## src/rtl/irq_ctrl_pkg.sv

```systemverilog
`default_nettype none
// ============================================================================
// Package : irq_ctrl_pkg
// Desc    : Register map, CTRL/ID bit positions and APB FSM encoding for
//           apb_irq_ctrl.
// Rev     : 1.0 - initial release
// ============================================================================
package irq_ctrl_pkg;

    localparam logic [7:0] c_ofs_ctrl    = 8'h00;
    localparam logic [7:0] c_ofs_enable  = 8'h04;
    localparam logic [7:0] c_ofs_type    = 8'h08;
    localparam logic [7:0] c_ofs_pending = 8'h0C;
    localparam logic [7:0] c_ofs_id      = 8'h10;
    localparam logic [7:0] c_ofs_raw     = 8'h14;

    localparam int c_ctrl_gen_bit = 0;
    localparam int c_id_valid_bit = 31;

    localparam int         c_st_w       = 2;
    localparam logic [1:0] c_st_idle    = 2'd0;
    localparam logic [1:0] c_st_w_ack   = 2'd1;
    localparam logic [1:0] c_st_r_fetch = 2'd2;
    localparam logic [1:0] c_st_r_ack   = 2'd3;

    function automatic logic ofs_valid(input logic [7:0] ofs);
        logic v;
        case (ofs)
            c_ofs_ctrl, c_ofs_enable, c_ofs_type,
            c_ofs_pending, c_ofs_id, c_ofs_raw: v = 1'b1;
            default:                            v = 1'b0;
        endcase
        return v;
    endfunction

endpackage
`default_nettype wire

```

## src/rtl/irq_src_cell.sv

```systemverilog
`default_nettype none
// ============================================================================
// Module : irq_src_cell
// Desc   : One interrupt source: input sampling (2-flop synchronizer first when
//          IRQ_SYNC_EN is defined), edge detect, W1C pending flop, type select.
// Rev    : 1.0 - initial release
// ============================================================================
module irq_src_cell (
    input  logic clk,
    input  logic rst_n,
    input  logic i_irq,
    input  logic i_edge,
    input  logic i_w1c,
    input  logic i_type_clr,
    output logic o_raw,
    output logic o_pending
);

    logic r_s;
    logic r_s_d;
    logic r_pend;
    logic w_set;

`ifdef IRQ_SYNC_EN
    logic r_meta;
    logic r_sync;

    always_ff @(posedge clk or negedge rst_n) begin
        if (!rst_n) begin
            r_meta <= 1'b0;
            r_sync <= 1'b0;
            r_s    <= 1'b0;
        end else begin
            r_meta <= i_irq;
            r_sync <= r_meta;
            r_s    <= r_sync;
        end
    end
`else
    always_ff @(posedge clk or negedge rst_n) begin
        if (!rst_n) begin
            r_s <= 1'b0;
        end else begin
            r_s <= i_irq;
        end
    end
`endif

    always_ff @(posedge clk or negedge rst_n) begin
        if (!rst_n) begin
            r_s_d <= 1'b0;
        end else begin
            r_s_d <= r_s;
        end
    end

    assign w_set = i_edge & r_s & ~r_s_d;

    // A type change to level discards the stored bit; otherwise a new edge beats W1C.
    always_ff @(posedge clk or negedge rst_n) begin
        if (!rst_n) begin
            r_pend <= 1'b0;
        end else if (i_type_clr) begin
            r_pend <= 1'b0;
        end else if (w_set) begin
            r_pend <= 1'b1;
        end else if (i_w1c) begin
            r_pend <= 1'b0;
        end
    end

    assign o_raw     = r_s;
    assign o_pending = i_edge ? r_pend : r_s;

endmodule
`default_nettype wire

```

## src/rtl/apb_irq_ctrl.sv

```systemverilog
`default_nettype none
// ============================================================================
// Module : apb_irq_ctrl
// Desc   : APB3 interrupt controller with per-source mask, edge/level type,
//          global enable and lowest-index priority. Macro IRQ_SYNC_EN adds
//          2-flop input synchronizers.
// Rev    : 1.0 - initial release
// ============================================================================
module apb_irq_ctrl
    import irq_ctrl_pkg::*;
#(
    parameter logic [11:0] BASE_ADR = 12'h44b,
    parameter int          ADR_W    = 32,
    parameter int          DAT_W    = 32,
    parameter int          NUM_IRQ  = 8
) (
    input  logic               PCLK,
    input  logic               PRESETn,
    input  logic [ADR_W-1:0]   PADDR,
    input  logic               PSEL,
    input  logic               PENABLE,
    input  logic               PWRITE,
    input  logic [DAT_W-1:0]   PWDATA,
    output logic               PREADY,
    output logic [DAT_W-1:0]   PRDATA,
    output logic               PSLVERR,
    input  logic [NUM_IRQ-1:0] IRQ_IN,
    output logic               IRQ
);

    logic [c_st_w-1:0]  r_state;
    logic [c_st_w-1:0]  w_state_nxt;
    logic [7:0]         r_ofs;
    logic               r_err;
    logic               r_gen;
    logic [NUM_IRQ-1:0] r_enable;
    logic [NUM_IRQ-1:0] r_type;
    logic [DAT_W-1:0]   r_prdata;
    logic               r_irq;

    logic               w_setup;
    logic               w_addr_ok;
    logic               w_wr_en;
    logic [NUM_IRQ-1:0] w_raw;
    logic [NUM_IRQ-1:0] w_pending;
    logic [NUM_IRQ-1:0] w_active;
    logic [NUM_IRQ-1:0] w_w1c;
    logic [NUM_IRQ-1:0] w_type_clr;
    logic [4:0]         w_id;
    logic [DAT_W-1:0]   w_rdata;
    logic               w_unused;

    assign w_unused  = &{1'b0, PWDATA};

    assign w_setup   = PSEL & ~PENABLE & (r_state == c_st_idle);
    assign w_addr_ok = (PADDR[31:20] == BASE_ADR) && (PADDR[19:8] == 12'h000) &&
                       ofs_valid(PADDR[7:0]);

    always_ff @(posedge PCLK or negedge PRESETn) begin
        if (!PRESETn) begin
            r_state <= c_st_idle;
        end else begin
            r_state <= w_state_nxt;
        end
    end

    always_comb begin
        w_state_nxt = r_state;
        case (r_state)
            c_st_idle:    if (PSEL && !PENABLE) w_state_nxt = PWRITE ? c_st_w_ack : c_st_r_fetch;
            c_st_w_ack:   w_state_nxt = c_st_idle;
            c_st_r_fetch: w_state_nxt = c_st_r_ack;
            c_st_r_ack:   w_state_nxt = c_st_idle;
            default:      w_state_nxt = c_st_idle;
        endcase
    end

    // Address and error are judged once in the setup phase and held for the access.
    always_ff @(posedge PCLK or negedge PRESETn) begin
        if (!PRESETn) begin
            r_ofs <= 8'h00;
            r_err <= 1'b0;
        end else if (w_setup) begin
            r_ofs <= PADDR[7:0];
            r_err <= ~w_addr_ok;
        end
    end

    assign w_wr_en = (r_state == c_st_w_ack) && !r_err;

    always_ff @(posedge PCLK or negedge PRESETn) begin
        if (!PRESETn) begin
            r_gen    <= 1'b0;
            r_enable <= '0;
            r_type   <= '0;
        end else if (w_wr_en) begin
            case (r_ofs)
                c_ofs_ctrl:   r_gen    <= PWDATA[c_ctrl_gen_bit];
                c_ofs_enable: r_enable <= PWDATA[NUM_IRQ-1:0];
                c_ofs_type:   r_type   <= PWDATA[NUM_IRQ-1:0];
                default:      ;
            endcase
        end
    end

    assign w_w1c      = {NUM_IRQ{w_wr_en && (r_ofs == c_ofs_pending)}} & PWDATA[NUM_IRQ-1:0];
    assign w_type_clr = {NUM_IRQ{w_wr_en && (r_ofs == c_ofs_type)}} & r_type &
                        ~PWDATA[NUM_IRQ-1:0];

    for (genvar gi = 0; gi < NUM_IRQ; gi++) begin : g_src
        irq_src_cell u_cell (
            .clk        (PCLK),
            .rst_n      (PRESETn),
            .i_irq      (IRQ_IN[gi]),
            .i_edge     (r_type[gi]),
            .i_w1c      (w_w1c[gi]),
            .i_type_clr (w_type_clr[gi]),
            .o_raw      (w_raw[gi]),
            .o_pending  (w_pending[gi])
        );
    end

    assign w_active = w_pending & r_enable;

    // Scanning downward leaves the lowest active index in w_id.
    always_comb begin
        w_id = '0;
        for (int i = NUM_IRQ - 1; i >= 0; i--) begin
            if (w_active[i]) w_id = 5'(i);
        end
    end

    always_comb begin
        w_rdata = '0;
        case (r_ofs)
            c_ofs_ctrl:    w_rdata[c_ctrl_gen_bit] = r_gen;
            c_ofs_enable:  w_rdata[NUM_IRQ-1:0]    = r_enable;
            c_ofs_type:    w_rdata[NUM_IRQ-1:0]    = r_type;
            c_ofs_pending: w_rdata[NUM_IRQ-1:0]    = w_pending;
            c_ofs_id: begin
                w_rdata[c_id_valid_bit] = |w_active;
                w_rdata[4:0]            = w_id;
            end
            c_ofs_raw:     w_rdata[NUM_IRQ-1:0]    = w_raw;
            default:       ;
        endcase
        if (r_err) w_rdata = '0;
    end

    always_ff @(posedge PCLK or negedge PRESETn) begin
        if (!PRESETn) begin
            r_prdata <= '0;
            r_irq    <= 1'b0;
        end else begin
            r_prdata <= (r_state == c_st_r_fetch) ? w_rdata : '0;
            r_irq    <= r_gen & (|w_active);
        end
    end

    assign PREADY  = (r_state == c_st_w_ack) || (r_state == c_st_r_ack);
    assign PSLVERR = PREADY & r_err;
    assign PRDATA  = r_prdata;
    assign IRQ     = r_irq;

endmodule
`default_nettype wire
```

## config.mk

```make
export PLATFORM = sky130hd
export DESIGN_NAME = apb_irq_ctrl
export DESIGN_NICKNAME = d
export VERILOG_FILES = /design/src/rtl/irq_ctrl_pkg.sv /design/src/rtl/irq_src_cell.sv /design/src/rtl/apb_irq_ctrl.sv
export SDC_FILE = /design/constraint.sdc
export NUM_CORES = 1
export LEC_CHECK = 0
export CORE_UTILIZATION = 25
export DETAILED_ROUTE_END_ITERATION = 10
export PLACE_DENSITY = 0.55
export SYNTH_ARGS = -nofsm -noshare
export SYNTH_HDL_FRONTEND = slang
export SYNTH_SLANG_ARGS = --single-unit
```

## constraint.sdc

```tcl
create_clock -name PCLK -period 3.4 [get_ports PCLK]
set_input_delay 0.68 -clock PCLK [delete_from_list [all_inputs] [get_ports PCLK]]
set_output_delay 0.68 -clock PCLK [all_outputs]
set_load 0.005 [all_outputs]
```

======== Yosys cells after proc, flatten, opt, wreduce, memory -nomap -nowiden ========
Cells that the tools add are included.
word-level totals
  bits in registers ....................... 85
  logic and storage cells ................. 159
  output and inout port bits .............. 35
cells by class
  reduce and logical (&&, ||, !) cells .... 27
  eq/ne operators ......................... 15
  multiplexer cells ....................... 50
  bitwise logic cells ..................... 35
operator list
  kind                                             number
  2-to-1 mux 32 bit                                2
  2-to-1 mux 5 bit                                 7
  2-to-1 mux 1 bit                                 34
  AND 8 bit                                        4
  == test 8 x 4 -> 1 bit, second input constant    4
  == test 8 x 5 -> 1 bit, second input constant    4
  nonzero test 3 bit                               8
  AND 1 bit                                        20
  case mux 4 bit (5 select lines)                  1
  == test 8 x 3 -> 1 bit, second input constant    2
  zero test 8 bit                                  2
  == test 12 x 11 -> 1 bit, second input constant  1
  zero test 12 bit                                 1
  case mux 3 bit (4 select lines)                  1
  NOT 1 bit                                        10
  NOT 8 bit                                        1
  OR reduction 8 bit                               1
  logical AND 1 bit                                6
  case mux 1 bit (6 select lines)                  1
  case mux 2 bit (3 select lines)                  1
  AND reduction 2 bit                              3
  OR reduction 6 bit                               1
  == test 2 bit, second input constant             2
  2-to-1 mux 2 bit                                 2
  7 further kinds                                  8

======== Logic depth before layout (Yosys ltp) ========
Gate-level depths: netlist of run 1.
  depth after elaboration ................. 13
  depth in mapped cells ................... 6

======== Cells and area by module ========
Synthesis of run 1 repeated with hierarchy kept, for this count alone.
unflattened totals
  cell total of the unflattened synthesis .. 263
  area, all modules ....................... 3,113.0 um^2
modules (own cells, without submodules)
  module        instances  area an instance (um^2)  cells an instance
  apb_irq_ctrl  1          2,252.2                  207
  irq_src_cell  8          107.6                    7

======== Worst setup path before layout of run 1 ========
Ideal clock, no wire load.
  path type ............................... input port to flip-flop
  from .................................... input PENABLE
  to ...................................... register r_ofs[5]
  slack ................................... 1.296 ns
  setup time .............................. 0.125 ns
  arrival ................................. 1.980 ns
  stages on the path ...................... 3
  cells stage by stage .................... nor4b_1 -> clkbuf_1 -> mux2_2
between the ends
  word-level cells in the longest chain between the ends .. 3
ends and longest elaborated chain
  what                     RTL line            source
  start: declaration       apb_irq_ctrl.sv:21  input logic PENABLE,
  NOT 1 bit                apb_irq_ctrl.sv:55  assign w_setup = PSEL & ~PENABLE & (r_state == c_st_idle);
  AND 1 bit (2 in series)  apb_irq_ctrl.sv:55
  end signal: assignment   apb_irq_ctrl.sv:84  r_ofs <= PADDR[7:0];
  end: declaration         apb_irq_ctrl.sv:33  logic [7:0] r_ofs;
No other way between the ends.
A chain may end at the register's enable or synchronous reset.

======== Worst setup path after layout of run 1 ========
  from .................................... register r_ofs[6]
  to ...................................... register g_src[4].u_cell.r_pend
between the ends
  word-level cells in the longest chain between the ends .. 5
ends and longest elaborated chain
  what                                                                            RTL line             source
  == test 8 x 4 -> 1 bit                                                          apb_irq_ctrl.sv:107  assign w_type_clr = {NUM_IRQ{w_wr_en && (r_ofs == c_ofs_type)}} & r_type &
  logical AND 1 bit                                                               apb_irq_ctrl.sv:107
  AND 8 bit (2 in series)                                                         apb_irq_ctrl.sv:107
  nonzero test 3 bit (no source line) / 2-to-1 mux 1 bit (equally long branches)  n/a
  end signal: assignment                                                          irq_src_cell.sv:64   r_pend <= 1'b0;
  end signal: assignment                                                          irq_src_cell.sv:66   r_pend <= 1'b1;
  end signal: assignment                                                          irq_src_cell.sv:68   r_pend <= 1'b0;
  end: declaration                                                                irq_src_cell.sv:21   logic r_pend;
Parallel ways exist; a longest one is shown, timed or not.

==> results of run 1 <==
==> area by class of cell <==
cell class	instances	area share, %
repair buffers	66	16.5
flip-flops and latches	62	38.6
clock buffers	11	6.28
well taps	147	4.57
clock inverters	2	0.249
inverters	15	1.40
multi-input cells	214	32.5
==> cell usage in the layout (no fill, tap or decap), types with 8 or more instances in the layout <==
master	count
clkbuf_16	9
dfrtp_1	62
nand3b_1	8
mux2_2	13
o21ai_0	41
a21oi_1	12
inv_1	15
clkdlybuf4s50_1	63
nor2_1	11
conb_1	23
nand2_1	38
nor3b_1	8
==> state kept, by name (all words and copies together) (netlist names) <==
register / cells
r_err: 1
g_src.u_cell.r_pend: 8
r_state: 2
g_src.u_cell.o_raw: 8
r_ofs: 8
r_type: 8
g_src.u_cell.r_s_d: 8
PRDATA: 9
r_gen: 1
IRQ: 1
r_enable: 8
==> worst max-delay path, stage by stage, from the launching register on <==
cell,delay [ps]
dfrtp_1,370
or4_4,560
nor4_4,330
nand3_2,440
nor3b_1,360
a21oi_1,70
==> routing by layer <==
layer / vias to the layer above / part of all wire, % / GRT usage, %
met5: - / 0 / 0
met4: 0 / 1.3 / 4.36
met3: 10 / 5.1 / 4.00
met2: 66 / 49 / 19.8
met1: 1156 / 44 / 15.3
li1: 1169 / - / -
==> stage by stage <==
step	setup slack, ps	power, mW	util [%]
4_1_cts	1130	2.23	33.6
3_5_place_dp	1150	1.41	31.4
2_1_floorplan	1300	1.26	-
3_3_place_gp	1190	1.39	31.4
5_1_grt	964	2.34	33.6
6_report	1150	2.21	33.6
==> kinds of logic (layout without fill, tap and decap cells) <==
group | after synthesis | in the layout
other | 1 | 23
and+or+nand+nor | 92 | 92
buffers and inverters | 48 | 94
DFF | 62 | 62
muxes | 16 | 16
AOI/OAI and AO/OA | 83 | 83
==> power groups by stage <==
stage | Sequential, mW | Clock (mW) | Combinational, mW
floorplan | 0.879 | 0 | 0.380
global placement | 0.964 | 0 | 0.427
detailed placement | 0.970 | 0 | 0.439
CTS | 0.959 | 0.827 | 0.442
global route | 0.979 | 0.863 | 0.500
finish | 0.961 | 0.806 | 0.440
==> worst max-delay path by stage <==
| stage | slack [ps] | end |
|---|---|---|
| final | 1150 | g_src[4].u_cell.r_pend |
| after global routing | 960 | g_src[4].u_cell.r_pend |
| after CTS | 1130 | g_src[4].u_cell.r_pend |
| after detailed placement | 1150 | g_src[4].u_cell.r_pend |
| after global placement | 1190 | g_src[3].u_cell.r_pend |
| after floorplan | 1300 | r_ofs[5] |
==> results.toml, run 1 <==
[run_status]
status = "complete, no violations"

[critical_path]
r2r_cells = 5
crit_path_end_kind = "flip-flop"
arrival_ps = 2460
crit_type = "flip-flop to flip-flop"
startpoint_type = "flip-flop"
crit_start = "r_ofs[6]"
reg2reg_slack_ps = 1150
path_max_fanout = 24
reg2reg_from = "r_ofs[6]"
cp.required_ps = 3610
r2r-end = "g_src[4].u_cell.r_pend"

[placement]
io_buffer_count = 64
dp.cells = 504
dpl-instance-area_um2 = 3760
hpwlAfterDp_um = 5100
gp_congestion = 0.786

[clocking]
cts_hold_buf = 0
clock-sinks = 62
cts_inserted_buffers = 9
clk_pin_slew_ps = 50
clkLatencyLatePin_ps = 330
cts_buffer_depth = 2
cts.root.buffer_cell = "clkbuf_16"
cts_max_level = 3
cts_resized = 0
tritoncts = "built"
postCtsSetupBuffers = 0

[hold_path]
hold_class = "input port to async pin"

[timing]
slew_headroom_pct = 44.9
fin_crit_ps = 2250
skew_ps = 5.78
holdWs_ps = 437
slew_violations = 0
fin_crit_sh_pct = 66.2
finalHoldViolCount = 0
setup_viol = 0
fmax_ghz = 0.444
setup_tns_ps = 0
tightest_slew_ps = 826
rsz0062_at_grt = "false"

[die]
rows = 40
core_area_um2 = 12000
die_y_um = 113
dieArea_um2 = 12700
io_pins = 112
die_w_um = 113
start_util_pct = 25.5

[synth]
yosysMostFrequentCell = "dfrtp_1"
synthSimpleGateAreaFrac_pct = 16.8
synth_common_cells = "62 x dfrtp_1, 41 x o21ai_0, 38 x nand2_1"
synth_warnings = 0
ys_types = 42
synth_compound_area_share_pct = 17.2
yosys.area.top_type = "dfrtp_1"
synth-adder-area-share_pct = 0
synth_mux_area_share_pct = 5.77
synth_cells = 302
syn_area_per_cell_um2 = 10.1
synth_top_flop_cell = "dfrtp_1"
async_flop_share_pct = 100
synth_top_family_by_area = "compound AO/OA/AOI/OAI gates"
ys_ff_latch = 62
synth_edf_count = 0
synth_area_leaders = "dfrtp_1 51%, o21ai_0 6.7%, buf_4 5.9%"
synth_area_um2 = 3060
synthXorXnorAreaFrac_pct = 0
ys_seq_area_share_pct = 50.8
yosysTopAreaCellShare_pct = 50.8

[power_and_ir_drop]
switchingPower_uw = 661
p_clk_share_pct = 36.5
switching_share_pct = 29.9
ir_worst_vdd_uv = 243
power_per_cell_area_nw_per_um2 = 549
p_leak_nw = 1.66
p_comb_share_pct = 20.0
seq_power_share_pct = 43.5
power.internal_mw = 1.55

[layout]
diodes = 0
final-instance-count-excl-fill = 517
drive_gt1_share_pct = 10.0
finalInstanceArea_um2 = 4020
fill_cells = 1193
seqCellArea_um2 = 1550
nets = 445
multi_input_area_um2 = 1310
syn2layout_area_growth_pct = 31.7

[detailed_routing]
viasPerCell = 4.64
postRouteAntennaNets = 0
vias = 2401
drtIter0Drc = 104
wirelength_um = 7120
drt_pre_antenna_iters = 4
wl_per_cell_um = 13.8
route.detailed.drc = 0

[global_routing]
grt_first_pass_wirelength_um = 11900
grt_pass1_vias = 2377
grt_usage_pct = 12.2
grt_max_degree = 33
overflow = 0
antenna_found_initial = 0

[job]
drv_cap = 0
No activity file was read; power rests on OpenSTA's default activity.
==> run 2, diff against run 1 <==
clock period = 2.3 ns   (was 3.4 ns; I/O delays follow)
==> results.toml, run 2 (synthesized netlist as in run 1, its figures left out) <==
[die]
start_util_pct = 25.5
dieArea_um2 = 12700
io_pins = 112
core_area_um2 = 12000
die_w_um = 113
die_y_um = 113
rows = 40

[clocking]
clkLatencyLatePin_ps = 330
cts_max_level = 3
cts.root.buffer_cell = "clkbuf_16"
cts_resized = 0
tritoncts = "built"
cts_hold_buf = 0
postCtsSetupBuffers = 0
cts_buffer_depth = 2
clock-sinks = 62
cts_inserted_buffers = 9
clk_pin_slew_ps = 50

[detailed_routing]
route.detailed.drc = 0
vias = 2433
drt_pre_antenna_iters = 4
postRouteAntennaNets = 0
wl_per_cell_um = 13.9
viasPerCell = 4.62
drtIter0Drc = 125
wirelength_um = 7350

[layout]
syn2layout_area_growth_pct = 34.7
drive_gt1_share_pct = 12.1
final_util_pct = 34.4
nets = 452
final_common_cell = "clkdlybuf4s50_1"
layout_common_cells = "63 x clkdlybuf4s50_1, 62 x dfrtp_1, 41 x o21ai_0"
diodes = 0
fill_cells = 1217
largest_reg_flops = 9

[critical_path]
crit_start = "r_ofs[6]"
cpPeakStageDelay_ps = 560
reg2reg_from = "r_ofs[6]"
path_max_fanout = 6
arrival_ps = 2270
cp_slowest_cell = "or4_4"
crit_type = "flip-flop to flip-flop"
cp.required_ps = 2560
crit_chain = "or4_4, or2_4, a2111oi_4, o21ai_0, nor2_1"
cpLargestDelayFamily = "simple AND/OR/NAND/NOR gates"
crit_path_end_kind = "flip-flop"
path_buf_inv = 0
startpoint_type = "flip-flop"

[timing]
rsz0062_at_grt = "false"
fmax_ghz = 0.495
fin_crit_sh_pct = 87.8
tightest_slew_ps = 554
skew_ps = 11.1
slew_violations = 0
slew_headroom_pct = 63.1
fin_crit_ps = 2020
setup_tns_ps = 0
finalHoldViolCount = 0
setup_viol = 0

[power_and_ir_drop]
ir_worst_vdd_uv = 355
power_per_cell_area_nw_per_um2 = 835
p_clk_share_pct = 39.1
switchingPower_mw = 1.03
p_comb_share_pct = 21.5
power.internal_mw = 2.40
p_leak_nw = 1.70
switching_share_pct = 30.1
seq_power_share_pct = 39.4

[global_routing]
grt_pass1_vias = 2428
grt_max_degree = 46
grt_first_pass_wirelength_um = 12500
overflow = 0
grt_usage_pct = 12.7
antenna_found_initial = 0

[placement]
gp_congestion = 0.770
hpwlAfterDp_um = 5310
io_buffer_count = 64

[hold_path]
hold_class = "input port to async pin"

[job]
drv_cap = 0

[run_status]
status = "complete, no violations"
[run 2: changes by cell type in the layout (fill, tap and decap cells not counted), sizes merged]
cell	before	now
buf	3	10
bufinv	0	1
clkinvlp	0	2
[run 2: power by group through the flow]
stage / clock (mW) / combinational [mW] / sequential (mW)
6_report: 1.34 / 0.737 / 1.36
5_1_grt: 1.42 / 0.829 / 1.38
4_1_cts: 1.38 / 0.738 / 1.35
3_5_place_dp: 0 / 0.735 / 1.37
3_3_place_gp: 0 / 0.717 / 1.37
2_1_floorplan: 0 / 0.561 / 1.30
[run 2: routing by layer]
metal | GRT usage (%) | routed length [µm] | vias to the layer above
met5 | 0 | 0 | -
met4 | 4.80 | 37 | 0
li1 | - | - | 1184
met3 | 3.13 | 347 | 4
met1 | 16.1 | 3350 | 1173
met2 | 20.9 | 3620 | 72
[run 2: worst register-to-register path: cells and delay by family (launching register included)]
family	cells	cell delay, ps
AND/OR/NAND/NOR	3	1000
AO/OA/AOI/OAI	2	600
flip-flops	1	370
[run 2: metrics by stage]
step                hold slack [ps]  total power, mW  worst slack, ps  instances  cell area, µm²
floorplan                       164             1.86              414        324            3140
global placement                422             2.09              296        511            3810
detailed placement              426             2.11              269        511            3810
CTS                            90.5             3.47              253        527            4120
global route                    110             3.62              128        527            4120
finish                         82.5             3.44              281        527            4120
[run 2: layout make-up]
| cell class | instances | area (µm²) | area share, % |
|---|---|---|---|
| repair buffers | 73 | 716 | 17.4 |
| multi-input cells | 214 | 1310 | 31.7 |
| flip-flops and latches | 62 | 1550 | 37.7 |
| well taps | 147 | 184 | 4.47 |
| inverters | 15 | 56.3 | 1.37 |
| clock buffers | 11 | 243 | 5.90 |
| clock inverters | 5 | 58.8 | 1.43 |
[run 2: worst paths after layout]
path	endpoint	slack, ps	depth (start not counted)
min in group PCLK	g_src[3].u_cell.r_s_d	440	0
hold reg to reg	g_src[3].u_cell.r_s_d	440	0
hold / removal	r_ofs[7]	80	1
setup reg to reg	PRDATA[6]	280	5
setup / recovery	PRDATA[6]	280	5
max in group asynchronous	r_type[2]	1610	2
==> run 3, diff against run 2 <==
CTS_BUF_LIST = sky130_fd_sc_hd__clkbuf_8   (was default)
==> results.toml, run 3 (synthesized netlist as in run 1, its figures left out) <==
[global_routing]
grt_max_degree = 46
grt_usage_pct = 12.6
grt_pass1_vias = 2449
grt_first_pass_wirelength_um = 12400
overflow = 0
antenna_found_initial = 0

[clocking]
postCtsSetupBuffers = 0
cts_hold_buf = 0
clk_pin_slew_ps = 70
cts.root.buffer_cell = "clkbuf_8"
cts_resized = 0
tritoncts = "built"
clock-sinks = 62
cts_max_level = 3
cts_buffer_depth = 2
cts_inserted_buffers = 9
clkLatencyLatePin_ps = 340

[timing]
holdWs_ps = 54.0
fin_crit_sh_pct = 88.6
finalHoldViolCount = 0
tightest_slew_ps = 557
rsz0062_at_grt = "false"
slew_headroom_pct = 62.5
skew_ps = 13.2
setup_viol = 0
setup_tns_ps = 0
fmax_ghz = 0.491
slew_violations = 0
fin_crit_ps = 2040

[layout]
nets = 452
finalInstanceArea_um2 = 4010
layout_common_cells = "63 x clkdlybuf4s50_1, 62 x dfrtp_1, 41 x o21ai_0"
diodes = 0
largest_reg_flops = 9
drive_gt1_share_pct = 12.1
final_common_cell = "clkdlybuf4s50_1"
syn2layout_area_growth_pct = 31.4

[detailed_routing]
viasPerCell = 4.60
drtIter0Drc = 120
drt_pre_antenna_iters = 4
wl_per_cell_um = 14.0
postRouteAntennaNets = 0
vias = 2423
wirelength_um = 7350
route.detailed.drc = 0

[die]
io_pins = 112
core_area_um2 = 12000
die_y_um = 113
dieArea_um2 = 12700
rows = 40
die_w_um = 113
start_util_pct = 25.5

[critical_path]
path_max_fanout = 4
crit_type = "flip-flop to flip-flop"
cp.required_ps = 2520
arrival_ps = 2250
crit_path_end_kind = "flip-flop"
startpoint_type = "flip-flop"

[power_and_ir_drop]
power_mw = 3.04
p_leak_nw = 1.65
ir_worst_vdd_uv = 268
power_per_cell_area_nw_per_um2 = 759

[job]
drv_cap = 0

[hold_path]
hold_class = "input port to async pin"

[placement]
hpwlAfterDp_um = 5310
gp_congestion = 0.770
dpl-instance-area_um2 = 3810
io_buffer_count = 64

[run_status]
status = "complete, no violations"
==> run 3: final timing paths <==
kind	to	cells past startpoint	startpoint	slack, ps
setup / recovery	g_src[1].u_cell.r_pend	6	r_ofs[6]	260
hold / removal	r_ofs[7]	1	PRESETn	50
setup reg to reg	g_src[1].u_cell.r_pend	6	r_ofs[6]	260
hold reg to reg	g_src[3].u_cell.r_s_d	0	g_src[3].u_cell.o_raw	440
max in group asynchronous	r_type[2]	2	PRESETn	1640
min in group PCLK	g_src[3].u_cell.r_s_d	0	g_src[3].u_cell.o_raw	440
==> run 3: metrics by stage <==
step           util (%)  std cells  setup slack (ps)
2_1_floorplan         -        324               414
3_3_place_gp       31.9        511               296
3_5_place_dp       31.9        511               269
4_1_cts            33.6        527               245
5_1_grt            33.6        527               122
6_report           33.6        527               263
==> run 3: final cells by class <==
class	instances	area [µm²]
tap	147	184
timing repair buffer	73	716
sequential	62	1550
clock buffer	10	138
fill	1228	7950
multi-input combinational	214	1310
clock inverter	6	62.6
inverter	15	56.3
==> run 3: power breakdown <==
| part | internal [mW] | switching [mW] | total, mW |
|---|---|---|---|
| clock | 0.525 | 0.436 | 0.961 |
| combinational | 0.333 | 0.399 | 0.732 |
| sequential | 1.20 | 0.151 | 1.35 |
| total | 2.06 | 0.986 | 3.04 |
==> run 3: metal layers <==
layer	track usage [%]	vias to the layer above	routed length, µm
met4	4.89	0	102
met5	0	-	0
met2	20.4	77	3610
met3	3.67	10	346
met1	16.0	1160	3300
li1	-	1176	-
==> run 3: critical path: stages, from the launching register on <==
cell     delay, ps
dfrtp_1        380
or4_4          560
nor4_4         340
nand3_1        180
buf_4          210
o21ai_0        160
a21oi_1         90
==> edit 1, RTL diff (settings of run 3) <==
Add a define of `IRQ_SYNC_EN`.
--- a/src/rtl/irq_src_cell.sv
+++ b/src/rtl/irq_src_cell.sv
@@ -5,6 +5,8 @@
 //          IRQ_SYNC_EN is defined), edge detect, W1C pending flop, type select.
 // Rev    : 1.0 - initial release
 // ============================================================================
+`define IRQ_SYNC_EN
+
 module irq_src_cell (
     input  logic clk,
     input  logic rst_n,
Function: changed (Yosys sat finds a counterexample within 4 cycles, from zero or initial values and one cycle with PRESETn low).
==> edit 1 against run 3 <==
  * Sequential cell count up 16
  * Routed wire length up 4.9%
  * Cell area up 12%
  * Global-route usage down 1.0 points
  * Synthesized cell count up 5.3%
  * Synthesized area up 13%
  * Worst setup slack worse by 91 ps
  * Total power up 16%
==> edit 1: results <==
[finish]
nNetsFinal = 472
area_delta_synth_final_pct = 30.4
clk_share_pct = 4.94
fillers = 1384
seq-cell-share_pct = 43.3
n_all_buffers = 77
num-multi-input-gates = 214
fin_cells = 576
layout-drive-gt1-share_pct = 12.5
stdcell_area_um2 = 4510
final-nonclk-buf-share_pct = 16.6

[sta]
max_slew_margin_pct = 60.0
fin_skew_ps = 9.52

[power]
leakage_nw = 1.88
power_frac_comb_pct = 21.3
p_seq_share_pct = 46.5
p_seq_w = 0.00165
switchingPower_w = 0.00107
peakVddDrop_mv = 0.310

[critical_path]
path_max_fanout = 6
timing.rr.start = "r_ofs[6]$_DFFE_PN0P_"
cp.arrival_ps = 2380

[global_routing]
grt_max_degree = 44
antenna_found_initial = 0
grtUsageTotal_pct = 11.6
grt_pass1_wl_um = 13000

[drt]
drt-met1-wl_um = 3600
drt_wl_total_um = 7710
routed-wl-met3_um = 538
drt_iter0_markers = 150
routed_via_density = 4.49
dr_wl_met2_um = 3480

[logic_synthesis]
synth.top_cells.by_area = "dfrtp_1, o21ai_0, buf_4"
synth_xor_area_share_pct = 0
synth_compound_area_share_pct = 15.2
synth_mux_area_share_pct = 5.10
yosys_warnings = 0
syn_avg_cell_area_um2 = 10.9
synth_cell_types = 42
synth_commonest_cells = "dfrtp_1, o21ai_0, nand2_1, buf_4, inv_1"
ys_ff_latch = 78
yosysSeqAreaShare_pct = 56.5
synth-async-reset-ratio_pct = 100

[place]
dpl_cell_area_um2 = 4280
dp.cells = 560
gp_congestion = 0.792
place_ws_ps = 226
dp_hpwl_um = 5550

[clock_network]
cts_max_path_buffers = 2
clkLatencyLatePin_ps = 360
cts_buffers = 9

[status]
status = "complete, no violations"

[worst_hold_path]
hp-class = "in2async"
## edit 1: routing by layer
layer	global-route usage, %	up-vias
met4	3.59	0
li1	-	1238
met2	17.7	88
met1	15.7	1251
met3	3.61	8
met5	0	-
## edit 1: worst paths after layout
kind	to	slack [ps]	cells past startpoint
setup / recovery	PRDATA[2]$_DFF_PN0_	170	4
hold / removal	g_src[5].u_cell.o_raw$_DFF_PN0_	50	1
setup reg to reg	PRDATA[2]$_DFF_PN0_	170	4
hold reg to reg	g_src[5].u_cell.o_raw$_DFF_PN0_	350	0
max in group asynchronous	g_src[1].u_cell.r_pend$_DFFE_PN0P_	1660	2
min in group PCLK	g_src[5].u_cell.o_raw$_DFF_PN0_	350	0
## edit 1: critical path, cell delays in order, from the launching register on
cell and delay, ps:
dfrtp_1 390, or4_4 560, or2_4 290, or4b_1 540, a21oi_1 250
==> edit 2, RTL diff (settings of run 3) <==
Without the edit above. Take the reset off `r_prdata` and load it in a clocked block of its own.
--- a/src/rtl/apb_irq_ctrl.sv
+++ b/src/rtl/apb_irq_ctrl.sv
@@ -149,12 +149,14 @@
 
     always_ff @(posedge PCLK or negedge PRESETn) begin
         if (!PRESETn) begin
-            r_prdata <= '0;
             r_irq    <= 1'b0;
         end else begin
-            r_prdata <= (r_state == c_st_r_fetch) ? w_rdata : '0;
             r_irq    <= r_gen & (|w_active);
         end
+    end
+
+    always_ff @(posedge PCLK) begin
+        r_prdata <= (r_state == c_st_r_fetch) ? w_rdata : '0;
     end
 
     assign PREADY  = (r_state == c_st_w_ack) || (r_state == c_st_r_ack);
Check against the original RTL: differs if PRESETn is asserted again (counterexample within 4 cycles, from zero or initial values and one cycle with PRESETn low); with PRESETn held inactive, the same outputs for 10 cycles.
==> edit 2 against run 3 <==
  * Cell area rose by 1.8%
  * Critical endpoint is now r_type[1]$_DFFE_PN0P_
  * Synthesized area rose by 1.7%
  * Largest cell class unchanged
  * Sequential cell count did not move
  * Highest routed layer unchanged
  * Combinational power rose by 21%
  * Worst setup slack got worse by 28 ps
  * Total power rose by 1.3%
  * Sequential share of layout area fell by 1.8 points
  * Routed wire length fell by 5.5%
==> edit 2: results <==
[sta]
fin_skew_ps = 5.95
tightest_slew_ps = 623
min_period_ps = 2060
hold_slack_ps = 129

[critical_path]
crit_start = "r_ofs[1]$_DFFE_PN0P_"
r2r_slack_ps = 240
cp.arrival_ps = 2290
path_max_fanout = 8
r2r-end = "r_type[1]$_DFFE_PN0P_"

[clock_network]
cts_setup_buffers = 0
cts.reportedPaths.clkPinSlew_ps = 60
cts_buffers = 9

[drt]
routed_via_density = 4.35
drt-met1-wl_um = 3220
drt_iter0_markers = 79
drt_wl_total_um = 6950
vias = 2366
routed-wl-met3_um = 477
dr_wl_met2_um = 3160

[global_routing]
grt_pass1_vias = 2330
grt_pass1_wl_um = 11400
grt_max_degree = 31
grtUsageTotal_pct = 11.5
grt-ovfl-total = 0

[power]
powerClk_w = 0.000822
peakVddDrop_mv = 0.288
p_int_w = 0.00212
p_clk_share_pct = 26.7

[logic_synthesis]
synth_compound_area_share_pct = 10.8
synth_commonest_cells = "dfrtp_1, mux2_2, nor2_1, nand2_1, buf_4"
synth.top_cells.by_area = "dfrtp_1, mux2_2, dfxtp_1"
synth-async-reset-ratio_pct = 85.5
synth_xor_area_share_pct = 0
yosysSeqAreaShare_pct = 48.5
synth_cell_types = 50
synth_mux_area_share_pct = 14.0
syn_avg_cell_area_um2 = 10.4

[finish]
nNetsFinal = 448
layout-drive-gt1-share_pct = 16.5
fillers = 1218

[place]
gp_congestion = 0.774
place_ws_ps = 234
dp_hpwl_um = 5160
dpl_cell_area_um2 = 3910
dp.cells = 528

[status]
status = "complete, no violations"
edit 2: cell types whose count changed after synthesis, moves of 6 or more:
cell and delta:
o21ai_0 -37, mux2_2 +15, nand2_1 -14, nor2_1 +14, a31oi_1 +12, dfrtp_1 -9, dfxtp_1 +9, nand3_1 +9
a21oi_1 +8, a32oi_1 -7, nand3b_1 -7, nor3b_1 -7, mux2i_1 +6, o211ai_1 -6
edit 2: critical path: stages, from the launching register on:
cell     delay [ps]
dfrtp_1         380
or4_4           580
nor2_8          160
nand2_4         110
nor3_4          170
buf_4           210
mux2_2          340
edit 2: final cells by class:
type	instances	area, um^2	area share, %
Timing Repair Buffer	74	736	18.0
Tap cell	168	210	5.15
Inverter	13	48.8	1.19
Clock buffer	11	151	3.71
Clock inverter	5	20.0	0.490
Multi-Input combinational cell	211	1410	34.6
Sequential cell	62	1510	36.9
edit 2: layer usage:
metal	global-route usage (%)	vias up
met5	0	-
met2	18.7	94
met4	3.42	0
met3	3.77	8
li1	-	1155
met1	14.6	1109
